### config.mk
export PLATFORM = sky130hd
export DESIGN_NAME = full_adder
export DESIGN_NICKNAME = d
export VERILOG_FILES = /design/src/rtl/full_adder_pkg.sv /design/src/rtl/full_adder_bit.sv /design/src/rtl/full_adder.sv
export SDC_FILE = /design/constraint.sdc
export NUM_CORES = 1
export LEC_CHECK = 0
export BUFFER_PORTS_ARGS = -buffer_cell sky130_fd_sc_hd__buf_4
export CAP_MARGIN = 20
export CORE_AREA = 2 2 39 41
export CTS_CLUSTER_DIAMETER = 40
export CTS_CLUSTER_SIZE = 16
export DETAILED_ROUTE_END_ITERATION = 7
export DIE_AREA = 0 0 41 43
export GPL_TIMING_DRIVEN = 0
export HOLD_SLACK_MARGIN = 0.02
export PLACE_DENSITY_LB_ADDON = 0.3
export SLEW_MARGIN = 20
export SYNTH_ARGS = -nofsm -noshare
export SYNTH_HDL_FRONTEND = slang
export SYNTH_SLANG_ARGS = --single-unit
### constraint.sdc
create_clock -name clk -period 0.8 [get_ports clk]
set_input_delay 0.08 -clock clk [delete_from_list [all_inputs] [get_ports clk]]
set_output_delay 0.08 -clock clk [all_outputs]
set_load 0.01 [all_outputs]
### src/rtl/full_adder_pkg.sv
// Shared constants for the ripple-carry full adder: default operand width
// and the legal width range enforced when the top module elaborates.
package full_adder_pkg;

  localparam int DEFAULT_WIDTH = 1;
  localparam int MIN_WIDTH     = 1;
  localparam int MAX_WIDTH     = 64;

  function automatic bit width_ok(input int width);
    return (width >= MIN_WIDTH) && (width <= MAX_WIDTH);
  endfunction

endpackage

### src/rtl/full_adder_bit.sv
// One-bit combinational full-adder cell; the top module chains WIDTH of
// these so each cell's carry-out feeds the next cell's carry-in.
module full_adder_bit (
  input  logic a,
  input  logic b,
  input  logic cin,
  output logic sum,
  output logic cout
);

  assign sum  = a ^ b ^ cin;
  assign cout = (a & b) | (a & cin) | (b & cin);

endmodule

### src/rtl/full_adder.sv
// WIDTH-bit ripple-carry adder producing {cout,sum} = a + b + cin, with an
// optional output register stage (REG_OUT=1) giving exactly one cycle of latency.
module full_adder
  import full_adder_pkg::*;
#(
  parameter int WIDTH   = DEFAULT_WIDTH,
  parameter int REG_OUT = 1
) (
  input  logic             clk,
  input  logic             rst_n,
  input  logic [WIDTH-1:0] a,
  input  logic [WIDTH-1:0] b,
  input  logic             cin,
  input  logic             in_valid,
  output logic [WIDTH-1:0] sum,
  output logic             cout,
  output logic             out_valid
);

  if (!width_ok(WIDTH)) begin : g_width_check
    $error("full_adder: WIDTH=%0d outside legal range %0d..%0d",
           WIDTH, MIN_WIDTH, MAX_WIDTH);
  end

  logic [WIDTH:0]   carry;
  logic [WIDTH-1:0] sum_comb;

  assign carry[0] = cin;

  for (genvar i = 0; i < WIDTH; i++) begin : g_cell
    full_adder_bit u_bit (
      .a    (a[i]),
      .b    (b[i]),
      .cin  (carry[i]),
      .sum  (sum_comb[i]),
      .cout (carry[i+1])
    );
  end

  if (REG_OUT != 0) begin : g_reg
    logic [WIDTH-1:0] sum_d, sum_q;
    logic             cout_d, cout_q;
    logic             valid_d, valid_q;

    // Invalid cycles keep the last result so junk on a/b/cin never reaches the outputs.
    always_comb begin
      sum_d   = sum_q;
      cout_d  = cout_q;
      valid_d = in_valid;
      if (in_valid) begin
        sum_d  = sum_comb;
        cout_d = carry[WIDTH];
      end
    end

    always_ff @(posedge clk or negedge rst_n) begin
      if (!rst_n) begin
        sum_q   <= '0;
        cout_q  <= 1'b0;
        valid_q <= 1'b0;
      end else begin
        sum_q   <= sum_d;
        cout_q  <= cout_d;
        valid_q <= valid_d;
      end
    end

    assign sum       = sum_q;
    assign cout      = cout_q;
    assign out_valid = valid_q;
  end else begin : g_comb
    // Clock and reset have no role in the purely combinational build.
    logic unused_clk_rst;
    assign unused_clk_rst = clk ^ rst_n;

    assign sum       = sum_comb;
    assign cout      = carry[WIDTH];
    assign out_valid = in_valid;
  end

endmodule

# Word level (Yosys, flattened, before mapping)

Cells that the tools add are included.
Widths: inputs -> output; s select.

Register bits: 3
Latch bits: 0
Memory bits (writable): 0
Bits in read-only memories: 0
Output and inout bits: 3
Memories kept: 0

Add/subtract/negate cells: 0
Multiply operators: 0
Divide/modulo/power cells: 0
Order comparisons: 0
Equality and inequality tests: 0
Shifts and indexed selects: 0
Mux-type cells: 0
Bitwise logic cells: 7
Reductions and logical operators: 0

Operators by type and width:

| cell        | count |
|---|---|
| $and 1x1->1 | 3 |
| $or 1x1->1  | 2 |
| $xor 1x1->1 | 2 |

# Depth between registers and ports, before layout

Depth after elaboration: 3
Depth in mapped cells: 2

# Hierarchy

A second synthesis with hierarchy kept.

Cells, all modules: 6
Area total of the unflattened synthesis: 117.6 um^2

By module, submodules not included:

| module         | times used | cells each | area an instance (um^2) | sequential area each (um^2) |
|---|---|---|---|---|
| full_adder     | 1          | 5          | 97.6                    | 75.1 |
| full_adder_bit | 1          | 1          | 20.0                    | 0.0 |

# Least setup slack after synthesis

OpenSTA, ideal clock, no wires.

Path kind: input-to-reg
Start: input a
End: register g_reg.sum_q (netlist: sum)
Library setup time: 0.125 ns
Data arrival time: 0.781 ns
Required time: 0.675 ns
Path slack: -0.106 ns
Stages: 2
Path through: fa_1 -> mux2_2

Longest elaborated chain between the ends: 2

RTL lines:

| what                      | line                 | source |
|---|---|---|
| start: declaration        | full_adder.sv:11     | `input logic [WIDTH-1:0] a,` |
| $xor 1x1->1 (2 in series) | full_adder_bit.sv:11 | `assign sum = a ^ b ^ cin;` |
| end signal: assignment    | full_adder.sv:62     | `sum_q <= sum_d;` |
| end: declaration          | full_adder.sv:41     | `logic [WIDTH-1:0] sum_d, sum_q;` |

No other way between the ends.
A chain may end at the register's enable or synchronous reset.

# Worst setup path after layout

Start: register g_reg.cout_q (netlist: cout)
End: output cout

RTL lines:

| what                     | line             | source |
|---|---|---|
| start: declaration       | full_adder.sv:42 | `logic cout_d, cout_q;` |
| start signal: assignment | full_adder.sv:63 | `cout_q <= cout_d;` |
| end: declaration         | full_adder.sv:16 | `output logic cout,` |

No word-level cell between the ends.

==> summary by stage <==
STA
The post-route clock period utilization is 104%. The count of endpoints failing setup in the final report is 2. The sum of negative setup slack is -0.0475 ns. Measured against its own limit, the worst slew margin works out to between 90 and 100%. Setup repair after global routing could not meet its margin everywhere.

The achievable clock frequency is between 1000 and 1500 MHz. The max-slew violation count came to 0. The number of hold violations in the final report is 0. The post-layout minimum cycle time is approximately 0.83 ns. The worst hold slack after final layout is around 0.13 ns.

The slew at the pin with the worst max-slew slack is around 0.11 ns. The worst setup slack after layout is -0.0288 ns. On the final layout, the worst clock skew is 0 ns.

Floorplan
The placeable core region is between 1000 and 1500 µm². The die footprint is about 1800 µm². The floorplan step set the die width to between 40 and 50 µm. The y dimension of the die is roughly 43 µm. The initial standard-cell utilization of the core is 8.50%. 9 I/O pins were placed.

After floorplanning, the core was divided into 14 placement rows.

Route
The via density per instance is around 3.0. The DRC violation count after routing is 0. Before antenna repair, the detailed router went through 2 iterations. In this run, the number of DRC markers left after iteration 0 of detailed routing was 5. The aggregate routed wire length is 306 µm. The total via count in the routed design is 107. The antenna violation net count after detailed routing is 0. The final routed wire length divided by cell count is about 8.5 µm.

Yosys
For this run, the register share of the synthesized area comes to between 60% and 70%. The number of nets in the synthesized netlist is 13. The number of flops mapped to enable cells by yosys is 0. Ranked by total cell area, the synthesized netlist is headed by sky130_fd_sc_hd__dfrtp_1 64%, sky130_fd_sc_hd__mux2_2 19%, sky130_fd_sc_hd__fa_1 17%.

Of all cell types, the one taking the most synthesized area is sky130_fd_sc_hd__dfrtp_1. The synthesized design contains 3 register bits. In the post-synthesis netlist, the cell with the most instances is sky130_fd_sc_hd__dfrtp_1. The synthesized netlist cell count is 6. The netlist uses 3 different library cells.

The most instantiated flip-flop cell in the synthesis netlist is sky130_fd_sc_hd__dfrtp_1. The cell area that synthesis handed to floorplanning was about 120 µm². Of the post-synthesis cell area, the dominant cell type holds a little under two thirds. The Yosys step of the flow raised 0 warnings. In this run the mean area of a mapped cell was 19.6 µm².

The share of synthesized flip-flops with an asynchronous set or reset is 100%. The commonest cells after synthesis are 3 x sky130_fd_sc_hd__dfrtp_1, 2 x sky130_fd_sc_hd__mux2_2, 1 x sky130_fd_sc_hd__fa_1.

Status
The run finished, with violations left. The final reports fail on setup timing.

Clocking
The clock passes through at most 2 buffers. The clock-pin slew on the worst setup and hold paths is about 0.04 ns. The number of buffers added by the clock tree synthesis step is 3. The maximum level of the CTS H-tree is 1. For this design, the sink count on the clock tree is 3. The root buffer selected by CTS is sky130_fd_sc_hd__clkbuf_4.

The CTS tree is done. At the later pin of the worst-skew pair, clock insertion delay measures around 0.23 ns.

Critical path
The worst setup path is launched from a register. Walking the worst path, the cells encountered are buf_6. The classification of the worst setup path is register to output port. The number of buffer and inverter stages on the critical path is 1.

The worst endpoint required time is 0.72 ns. The largest delay contributor family on the critical path is flip-flops. The category of the worst setup path capture point is an output port. The highest fanout seen on the critical path is 2. The slowest cell on the critical path is sky130_fd_sc_hd__dfrtp_1. STA puts the critical path data arrival time at ~0.75 ns. On the worst path, the slowest cell contributes a delay of about 0.39 ns.

Global routing
The global router's overall resource usage is under 10%. The largest net degree at the start of global routing is 4. The first global-routing pass estimated 558 µm of wire.

The number of antenna violations at the first check in global routing was 0. Summed over all layers, the global routing overflow is 0. The via count of the first global-routing pass came to around 140.

Placement
At the end of routability-driven placement, the weighted congestion stood at around 0.55. The minimum setup slack after placement is -0.225 ns. Port buffering added 8 buffers.

Finish
The repair_antennas step left the layout with diodes totalling 0. Cells fill about a fifth of the core in the end. The proportion of layout cells with a drive suffix above 1 is between 70% and 80%. Counting the fill cells in the layout gives 155.

The area added between synthesis and finish is 126%. The number of nets in the finished design is 28.

Power
In this run, flip-flops and latches consume about a third of the power. The net switching power is between 0.0001 and 0.00015 W. The overall power of the completed layout is roughly 0.00057 W.

Summed over all cells, the static leakage comes to roughly 0.12 nW. Dividing total power by cell area gives a power density of 2160 nW/µm². The switching power share of the total is around 23%.

The combinational group share of total power is between 20% and 30%. The cell-internal power is 0.000443 W. Per report_power, the clock group accounts for a little under half of the total. VDD sags by at most about 0.35 mV.

Flow run
The tool flagged a number of max-cap violations equal to 0.

Hold path
The class of the worst hold path is primary input to register.
[layer usage]
metal  vias up  part of all wire, %  GRT usage (%)
li1         47                    -              -
met1        49                   33           4.55
met2         9                   41           5.94
met3         2                   23           5.24
met4         0                  2.6           10.0
met5         -                    0              0
[final cells by class]
class | count | area (µm²) | area share (%)
Clock buffer | 4 | 26.3 | 9.91
Multi-Input combinational cell | 3 | 52.6 | 19.8
Sequential cell | 3 | 75.1 | 28.3
Tap cell | 16 | 20.0 | 7.55
Timing Repair Buffer | 10 | 91.3 | 34.4
[metrics by stage]
stage / std cells / cell area (µm²)
6_report: 36 / 265
5_1_grt: 36 / 265
2_1_floorplan: 6 / 124
3_5_place_dp: 30 / 204
4_1_cts: 36 / 262
3_3_place_gp: 30 / 204
[layout by cell type, fill, tap and decap left out, drive strengths merged]
cell type,synthesis,routed
buf,0,8
clkbuf,0,4
dfrtp,3,3
dlygate4sd3,0,2
fa,1,1
mux2,2,2
[what timing repair did]
item | CTS | global route
endpoints found under the hold margin | 4 | 0
setup endpoints to repair | 3 | 4
resized for setup | 3 | 1
buffers inserted | 0 | 0
hold buffers | 2 | 0
[power by group through the flow]
| stage | sequential (W) | combinational, W | clock [W] |
|---|---|---|---|
| floorplan | 0.000192 | 0.0000244 | 0 |
| global placement | 0.000183 | 0.0000916 | 0 |
| detailed placement | 0.000184 | 0.0000956 | 0 |
| CTS | 0.000186 | 0.000115 | 0.000280 |
| global route | 0.000190 | 0.000134 | 0.000296 |
| finish | 0.000186 | 0.000121 | 0.000266 |
[flip-flops by register name, indices dropped and copies added, names as in the netlist]
register   flops
cout           1
out_valid      1
sum            1
[final timing paths]
kind                       startpoint         to  slack (ns)  cells after the start
max                              cout       cout       -0.03                      1
min                          in_valid        sum        0.13                      2
max reg2reg                      cout       cout        0.02                      1
min reg2reg                       sum        sum        0.53                      1
max in group asynchronous       rst_n        sum        0.52                      2
min in group asynchronous       rst_n  out_valid        0.19                      2
[cells by family (layout without fill, tap and decap cells)]
group | after synthesis | after routing | synth area share [%]
multiplexers | 2 | 2 | 19.1
flip-flops | 3 | 3 | 63.8
adder cells (fa/ha/maj) | 1 | 1 | 17.0
buffers and inverters | 0 | 14 | 0
No activity file was read; power rests on OpenSTA's default activity.
